## src/rtl/sram_port_arbiter.sv

```systemverilog
// Arbitrates the single sram64k port between the flash loader, the 6502 bus and diagnostics.
// A mode FSM (BOOT/RUN/HALTED) schedules a phi2-aligned CPU window and lets diagnostics use idle cycles.
module sram_port_arbiter #(
    parameter int SETTLE_CYCLES = 2,
    parameter int CPU_SLOT      = 4,
    parameter int STARVE_LIMIT  = 255
) (
    input  logic        clk,
    input  logic        rst,
    input  logic        load_done,
    input  logic        halt,
    input  logic        phi2,
    input  logic [15:0] cpu_address,
    input  logic [7:0]  cpu_wdata,
    input  logic        cpu_cs,
    input  logic        cpu_we,
    input  logic        flash_req,
    input  logic        flash_we,
    input  logic [15:0] flash_addr,
    input  logic [7:0]  flash_wdata,
    output logic        flash_gnt,
    input  logic        diag_req,
    input  logic        diag_we,
    input  logic [15:0] diag_addr,
    input  logic [7:0]  diag_wdata,
    output logic        diag_gnt,
    output logic        diag_rvalid,
    output logic [15:0] ram_address,
    output logic [7:0]  ram_datain,
    output logic        ram_cs,
    output logic        ram_we,
    output logic        cpu_window,
    output logic [1:0]  mode,
    output logic        diag_starve
);

    typedef enum logic [1:0] {
        MODE_BOOT   = 2'b00,
        MODE_RUN    = 2'b01,
        MODE_HALTED = 2'b10
    } mode_t;

    localparam int SW = $clog2(SETTLE_CYCLES + 1);
    localparam int WW = $clog2(CPU_SLOT + 1);
    localparam logic [SW-1:0] SETTLE_LOAD = SW'(SETTLE_CYCLES - 1);
    localparam logic [WW-1:0] SLOT_LOAD   = WW'(CPU_SLOT);
    localparam logic [8:0]    STARVE_LIM9 = 9'(STARVE_LIMIT);

    // bit 0: phi2, bit 1: halt
    logic [1:0] sync_in;
    logic [1:0] sync_out;
    assign sync_in = {halt, phi2};

    genvar gi;
    generate
        for (gi = 0; gi < 2; gi++) begin : g_sync
            logic meta_reg;
            logic sync_reg;
            always_ff @(posedge clk or negedge rst) begin
                if (!rst) begin
                    meta_reg <= 1'b0;
                    sync_reg <= 1'b0;
                end else begin
                    meta_reg <= sync_in[gi];
                    sync_reg <= meta_reg;
                end
            end
            assign sync_out[gi] = sync_reg;
        end
    endgenerate

    logic phi2_sync;
    logic halt_sync;
    assign phi2_sync = sync_out[0];
    assign halt_sync = sync_out[1];

    mode_t         state_reg;
    mode_t         state_next;
    logic          phi2_prev_reg;
    logic [SW-1:0] settle_cnt_reg;
    logic [WW-1:0] win_cnt_reg;
    logic          diag_drive_reg;
    logic          diag_we_reg;
    logic [15:0]   diag_addr_reg;
    logic [7:0]    diag_wdata_reg;
    logic [7:0]    starve_cnt_reg;

    logic       in_boot;
    logic       in_run;
    logic       in_halted;
    logic       start_settle;
    logic       open_next;
    logic       window_next;
    logic       final_next;
    logic       diag_busy;
    logic       grant_now;
    logic [8:0] starve_inc;

    assign mode = state_reg;

    always_comb begin
        in_boot      = (state_reg == MODE_BOOT);
        in_run       = (state_reg == MODE_RUN);
        in_halted    = (state_reg == MODE_HALTED);
        start_settle = in_run & phi2_sync & ~phi2_prev_reg;
        open_next    = (settle_cnt_reg == SW'(1));
        window_next  = open_next | (win_cnt_reg > WW'(1));
        final_next   = ~open_next & (win_cnt_reg == WW'(2));
        // A read stays outstanding until its rvalid has been issued
        diag_busy    = diag_gnt | (diag_drive_reg & ~diag_we_reg);
        grant_now    = diag_req & ~diag_busy &
                       (in_halted | (in_run & ~phi2_sync & ~cpu_window & ~open_next));
        starve_inc   = {1'b0, starve_cnt_reg} + 9'd1;

        state_next = state_reg;
        case (state_reg)
            MODE_BOOT:   if (load_done) state_next = MODE_RUN;
            MODE_RUN:    if (halt_sync && !cpu_window && settle_cnt_reg == '0)
                             state_next = MODE_HALTED;
            MODE_HALTED: if (!halt_sync) state_next = MODE_RUN;
            default:     state_next = MODE_BOOT;
        endcase
    end

    always_ff @(posedge clk or negedge rst) begin
        if (!rst) begin
            state_reg      <= MODE_BOOT;
            phi2_prev_reg  <= 1'b0;
            settle_cnt_reg <= '0;
            win_cnt_reg    <= '0;
            cpu_window     <= 1'b0;
            diag_gnt       <= 1'b0;
            diag_drive_reg <= 1'b0;
            diag_rvalid    <= 1'b0;
            diag_we_reg    <= 1'b0;
            diag_addr_reg  <= '0;
            diag_wdata_reg <= '0;
            flash_gnt      <= 1'b0;
            ram_address    <= '0;
            ram_datain     <= '0;
            ram_cs         <= 1'b0;
            ram_we         <= 1'b0;
            starve_cnt_reg <= '0;
            diag_starve    <= 1'b0;
        end else begin
            state_reg     <= state_next;
            phi2_prev_reg <= phi2_sync;

            // Rises during settle or an open window fall through this chain unseen
            if (open_next) begin
                settle_cnt_reg <= '0;
                win_cnt_reg    <= SLOT_LOAD;
                cpu_window     <= 1'b1;
            end else if (settle_cnt_reg != '0) begin
                settle_cnt_reg <= settle_cnt_reg - SW'(1);
            end else if (win_cnt_reg != '0) begin
                win_cnt_reg <= win_cnt_reg - WW'(1);
                cpu_window  <= (win_cnt_reg > WW'(1));
            end else if (start_settle) begin
                settle_cnt_reg <= SETTLE_LOAD;
            end

            diag_gnt       <= grant_now;
            diag_drive_reg <= diag_gnt;
            diag_rvalid    <= diag_drive_reg & ~diag_we_reg;
            if (grant_now) begin
                diag_we_reg    <= diag_we;
                diag_addr_reg  <= diag_addr;
                diag_wdata_reg <= diag_wdata;
            end

            flash_gnt <= in_boot & flash_req;
            if (in_boot) begin
                if (flash_req) begin
                    ram_address <= flash_addr;
                    ram_datain  <= flash_wdata;
                    ram_cs      <= 1'b1;
                    ram_we      <= flash_we;
                end else begin
                    ram_cs <= 1'b0;
                    ram_we <= 1'b0;
                end
            end else if (window_next) begin
                ram_address <= cpu_address;
                ram_datain  <= cpu_wdata;
                ram_cs      <= cpu_cs;
                ram_we      <= cpu_cs & cpu_we & final_next;
            end else if (diag_gnt) begin
                ram_address <= diag_addr_reg;
                ram_datain  <= diag_wdata_reg;
                ram_cs      <= 1'b1;
                ram_we      <= diag_we_reg;
            end else begin
                ram_cs <= 1'b0;
                ram_we <= 1'b0;
            end

            if (grant_now) begin
                starve_cnt_reg <= '0;
                diag_starve    <= 1'b0;
            end else if (state_next != state_reg) begin
                starve_cnt_reg <= '0;
            end else if (in_run && diag_req) begin
                if (starve_cnt_reg != 8'hFF)
                    starve_cnt_reg <= starve_inc[7:0];
                if (starve_inc >= STARVE_LIM9)
                    diag_starve <= 1'b1;
            end
        end
    end

endmodule
```

## config.mk

```make
export PLATFORM = sky130hd
export DESIGN_NAME = sram_port_arbiter
export DESIGN_NICKNAME = d
export VERILOG_FILES = /design/src/rtl/sram_port_arbiter.sv
export SDC_FILE = /design/constraint.sdc
export NUM_CORES = 1
export LEC_CHECK = 0
export BUFFER_PORTS_ARGS = -buffer_cell sky130_fd_sc_hd__buf_4
export CORE_MARGIN = 2
export CORE_UTILIZATION = 40
export CTS_CLUSTER_DIAMETER = 80
export CTS_CLUSTER_SIZE = 20
export DETAILED_ROUTE_END_ITERATION = 16
export HOLD_SLACK_MARGIN = 0.12
export SYNTH_ARGS = -nofsm -noshare
export SYNTH_HDL_FRONTEND = slang
export SYNTH_SLANG_ARGS = --single-unit
```

## constraint.sdc

```tcl
create_clock -name clk -period 2.35 [get_ports clk]
set_input_delay 0.1175 -clock clk [delete_from_list [all_inputs] [get_ports clk]]
set_output_delay 0.1175 -clock clk [all_outputs]
set_load 0.01 [all_outputs]
```

==> flow_metrics.tcl, run 1 <==
set metrics [dict create \
    hold_depth 3 \
    cap_viol_max_count 0 \
    critPathMaxFanout 16 \
    register_area_mm2 0.00193 \
    timing_worst_setup_path_type "flop to flop" \
    required_ns 2.58 \
    totalWireLength_mm 10.4 \
    critPathCaptureType "flop" \
    yosysTopAreaCell "dfrtp_1" \
    synth_seq_cells 77 \
    critPathLaunchType "flop" \
    synthTopCellsByArea "dfrtp_1 (50%), nor4b_1 (5.7%), a211oi_1 (5.3%)" \
    start_util_pct 41.5 \
    finalHoldWorstSlack_ns 0.143 \
    finalSetupViolations 0 \
    first_pass_iters 4 \
    rr_worst_depth 5 \
    final.setup.tns_ns 0 \
    final_common_cell "buf_4" \
    clock_latency_ns 0.34 \
    min_path_type "input pin to flop" \
    clk_transition_reported_paths_ns 0.08 \
    num_rows 35 \
    via_per_inst 5.13 \
    grt_usage_pct 20.6 \
    cts_hold_buf 56 \
    core_mm2 0.00928 \
    hold_viol_final 0 \
    fin_skew_ns 0.00951 \
    first_global_vias 3482 \
    synth_top_area_share_pct 50.1 \
    worst_pin_slew_ns 0.543 \
    report.final.slew_viol_count 0 \
    multi_input_area_mm2 0.00176 \
    tritoncts.num_buffers 9 \
    crit_chain "nor2b_4 -> o41a_1 -> nor4_4 -> buf_4 -> mux2_2" \
    netlist_area_mm2 0.00385 \
    diodes 0 \
    clock-sinks 77 \
    drc 0 \
    num_vias 3402 \
    grt_pass1_wl_mm 16.8 \
    wl_per_cell_um 15.7 \
    yosysWarnings 0 \
    antenna_found_initial 0 \
    syn_area_per_cell_um2 10.8 \
    total_leakage_power_uw 0.00252 \
    synth_nets 446 \
    placedCellCount 591 \
    cts_tree "done" \
    synth-seq-area-share_pct 50.1 \
    power.density_mw_per_mm2 1140 \
    post-dp-hpwl_mm 7.08 \
    peakVddDrop_uv 595 \
    synth.distinct_cells 49 \
    finalWeightedCongestion 0.847 \
    synthCells 357 \
    ant_nets 0 \
    htree_levels 3 \
    cp_num_buf_inv 1 \
    clockBufferDepth 2 \
    finalNetCount 618 \
    layout_common_cells "buf_4 (132), dfrtp_1 (77), dlygate4sd3_1 (56)" \
    final.period_utilization_pct 86.4 \
    synth_edf_count 0 \
    cts_root_buf "clkbuf_8" \
    pin_count 116 \
    port-buffer-count 115 \
    drive_gt1_share_pct 32.2 \
    crit_family "flip-flops" \
    postCtsSetupBuffers 0 \
    n_fill_cell 807 \
    grt_overflow 0 \
    cp.depth 5 \
    fmax_mhz 492 \
    grt_max_degree 50 \
    syn2layout_area_growth_pct 46.8 \
    synthArstFlopShare_pct 100 \
    status "finished clean" \
    slowest_stage "dfrtp_1" \
    fin_cells 663 \
    fin_crit_ns 2.03 \
    cts_resized 0 \
    drt-initial-drc-count 83 \
    rsz0062_at_grt "false" \
    synthFlopType "dfrtp_1" \
    max-slew-margin-rel_pct 63.8 \
    die_h_um 102 \
    worstPathArrival_ns 2.26 \
    die_area_mm2 0.0104 \
    die_w_um 102 \
    critPathMaxStageDelay_ns 0.47 \
]
stage by stage:
step / instance area, um^2 / utilization, % / setup slack (ns) / power, uW
after global routing: 5650 / 60.9 / 0.211 / 6940
final: 5650 / 60.9 / 0.319 / 6450
after detailed placement: 4900 / 52.7 / 0.321 / 5430
after floorplan: 3850 / - / 0.248 / 4240
after CTS: 5650 / 60.9 / 0.311 / 6510
after global placement: 4900 / 52.7 / 0.375 / 5360
cells by family (layout without fill, tap and decap cells):
group	Yosys count	count (layout)	synth area share [%]
muxes	26	26	8.55
DFF	77	77	50.1
adders and majority gates	6	6	1.95
xor gates and xnor gates	7	7	1.59
and+or+nand+nor	120	120	17.4
buffers and inverters	38	215	4.45
AOI/OAI and AO/OA	83	83	16.0
final cells by class:
cell class | instances | area share (%)
clock inverters | 4 | 0.841
inverters | 10 | 0.664
flip-flops and latches | 77 | 34.1
clock buffers | 12 | 2.57
repair buffers | 189 | 27.8
multi-input cells | 242 | 31.2
well taps | 129 | 2.86
Yosys cell counts (2+ instances only):
| cell | n |
|---|---|
| and2_1 | 2 |
| clkbuf_1 | 22 |
| nand2b_1 | 5 |
| mux2_1 | 8 |
| o21ai_0 | 5 |
| buf_2 | 2 |
| nor3b_1 | 2 |
| xor2_1 | 2 |
| a21oi_1 | 12 |
| buf_6 | 3 |
| nor3_1 | 4 |
| or3_1 | 2 |
| o31ai_1 | 24 |
| xnor2_1 | 5 |
| nand3_1 | 3 |
| ha_1 | 6 |
| o22ai_1 | 2 |
| nor4b_1 | 25 |
| nand2_1 | 27 |
| nor2b_1 | 4 |
| mux2_2 | 7 |
| dfrtp_1 | 77 |
| a211oi_1 | 27 |
| mux2_4 | 10 |
| nor2_1 | 38 |
| inv_1 | 10 |
worst register-to-register path, stage by stage (launching register included):
cell	delay, ns
dfrtp_1	0.47
nor2b_4	0.19
o41a_1	0.38
nor4_4	0.17
buf_4	0.33
mux2_2	0.38
final timing paths:
check | from | endpoint | slack (ns)
max in group asynchronous | rst | diag_addr_reg[14] | 1.47
max | settle_cnt_reg[0] | diag_wdata_reg[3] | 0.32
max reg2reg | settle_cnt_reg[0] | diag_wdata_reg[3] | 0.32
min in group asynchronous | rst | ram_datain[0] | 0.27
min | cpu_address[13] | ram_address[13] | 0.14
min reg2reg | g_sync[1].meta_reg | g_sync[1].sync_reg | 0.36
where the power goes:
group	internal [uW]	leakage [uW]	switching [uW]	total, uW
clock network	518	0.0000964	480	998
logic	1580	0.00148	1680	3260
registers	1870	0.000949	322	2200
total	3980	0.00252	2480	6450
metal layers:
metal | part of all wire [%] | GRT usage [%]
met2 | 48 | 34.7
met4 | 1.7 | 6.46
met3 | 4.6 | 3.76
met5 | 0 | 0
met1 | 46 | 27.2
Power figures use the tool's default switching activity.
==> inputs of run 2 (changes only) <==
- PLACE_DENSITY: not set -> 0.69
==> run 2 against run 1 <==
Effect of this change:
- fmax decreased by 7.1%
- combinational power barely moved
- flip-flop and latch count unchanged
- final cell count shrank 0.60%
- non-clock buffer count down 4
- die area unchanged
==> flow_metrics.tcl, run 2 (synthesis gave the netlist of run 1 again) <==
set metrics [dict create \
    start_util_pct 41.5 \
    n_fill_cell 796 \
    critPathMaxFanout 28 \
    antenna_found_initial 0 \
    finalSetupViolations 0 \
    first_pass_iters 5 \
    clk_transition_reported_paths_ns 0.10 \
    r2r-end "ram_we" \
    worst_r2r_startpoint "win_cnt_reg[1]" \
    r2r_slack_ns 0.16 \
    worst_pin_slew_ns 0.967 \
    hold_depth 3 \
    peakVddDrop_uv 554 \
    num_rows 35 \
    rsz0062_at_grt "false" \
    cts_root_buf "clkbuf_8" \
    timing_worst_setup_path_type "flop to flop" \
    grt_usage_pct 21.4 \
    core_mm2 0.00928 \
    wl_per_cell_um 16.5 \
    fmax_mhz 457 \
    required_ns 2.57 \
    die_w_um 102 \
    final_common_cell "buf_4" \
    htree_levels 3 \
    tritoncts.num_buffers 9 \
    placedCellCount 587 \
    rr_worst_depth 7 \
    clockBufferDepth 2 \
    finalPower_uw 6600 \
    power.density_mw_per_mm2 1170 \
    grt_pass1_wl_mm 17.3 \
    final.period_utilization_pct 93.0 \
    totalWireLength_mm 10.9 \
    hold_viol_final 0 \
    critPathLaunchType "flop" \
    first_global_vias 3517 \
    port-buffer-count 115 \
    die_h_um 102 \
    hold_path_end "ram_address[11]" \
    max-slew-margin-rel_pct 35.5 \
    via_per_inst 5.29 \
    fin_crit_ns 2.19 \
    drive_gt1_share_pct 32.1 \
    syn2layout_area_growth_pct 46.9 \
    die_area_mm2 0.0104 \
    ant_nets 0 \
    critPathCaptureType "flop" \
    cap_viol_max_count 0 \
    num_vias 3486 \
    cts_tree "done" \
    diodes 0 \
    finalNetCount 614 \
    report.final.slew_viol_count 0 \
    worstPathArrival_ns 2.40 \
    grt_overflow 0 \
    grt_max_degree 78 \
    layout_common_cells "buf_4 (127), dfrtp_1 (77), dlygate4sd3_1 (56)" \
    drt-initial-drc-count 168 \
    postLayoutCellArea_mm2 0.00566 \
    fin_skew_ns 0.0195 \
    total_leakage_power_uw 0.00251 \
    drc 0 \
    post-dp-hpwl_mm 7.18 \
    pin_count 116 \
    min_path_type "input pin to flop" \
    fin_cells 659 \
    finalWeightedCongestion 0.819 \
    clock_latency_ns 0.34 \
    final.setup.tns_ns 0 \
    hold_start "cpu_address[11]" \
    status "finished clean" \
    clock-sinks 77 \
    place_area_mm2 0.00487 \
]
-- run 2: changes by cell type in the layout (fill, tap and decap cells not counted), moves of 2 or more --
cell        delta
clkinv_2       -2
clkbuf_1       -2
buf_4          -5
clkinv_4       +2
clkinvlp_4     +2
-- run 2: critical path, cell delays in order, from the launching register on --
cell and delay [ns]:
dfrtp_1 0.40, inv_1 0.11, ha_1 0.18, o21ba_2 0.24, buf_6 0.24, o21ai_0 0.14
a32o_1 0.21, dlygate4sd3_1 0.54
-- run 2: cell type report --
| class | count | area, um^2 | share of cell area [%] |
|---|---|---|---|
| timing repair buffer | 185 | 1550 | 27.3 |
| clock buffer | 9 | 124 | 2.19 |
| sequential | 77 | 1930 | 34.1 |
| multi-input combinational | 242 | 1760 | 31.1 |
| clock inverter | 7 | 100 | 1.77 |
| inverter | 10 | 37.5 | 0.664 |
| tap | 129 | 161 | 2.85 |
-- run 2: stage by stage --
stage          setup slack, ns  util, %  hold WS [ns]
3_3_place_gp             0.366     52.4         0.229
6_report                 0.164     60.9         0.144
4_1_cts                 0.0893     60.9         0.135
2_1_floorplan            0.248        -        -0.178
3_5_place_dp             0.295     52.4         0.230
5_1_grt                 0.0447     60.9         0.158
-- run 2: worst max path at each step --
stage | startpoint | to | depth (start not counted) | slack (ns)
global route | win_cnt_reg[1] | ram_we | 7 | 0.04
detailed placement | mode[1] | starve_cnt_reg[7] | 5 | 0.29
finish | win_cnt_reg[1] | ram_we | 7 | 0.16
CTS | win_cnt_reg[1] | ram_we | 7 | 0.09
global placement | settle_cnt_reg[1] | diag_wdata_reg[5] | 5 | 0.37
floorplan | settle_cnt_reg[0] | diag_addr_reg[0] | 6 | 0.25
-- run 2: routing by layer --
| layer | track usage (%) | wire, um | vias to the layer above |
|---|---|---|---|
| met3 | 3.21 | 582 | 14 |
| li1 | - | - | 1638 |
| met5 | 0 | 0 | - |
| met1 | 28.6 | 4800 | 1711 |
| met4 | 7.49 | 146 | 0 |
| met2 | 35.7 | 5370 | 123 |
-- run 2: where the power goes --
part / leakage [uW] / internal (uW) / total [uW] / switching (uW)
registers: 0.000949 / 1870 / 2220 / 345
clock network: 0.000102 / 601 / 1100 / 502
logic: 0.00146 / 1560 / 3270 / 1710
total: 0.00251 / 4040 / 6600 / 2560
-- run 2: repair_timing --
action                                  4_1_cts  5_1_grt
endpoints found under the hold margin       131        0
gates resized for setup                       0        1
buffers inserted                              0        0
hold buffers                                 56        0
endpoints found under the setup margin        0        1
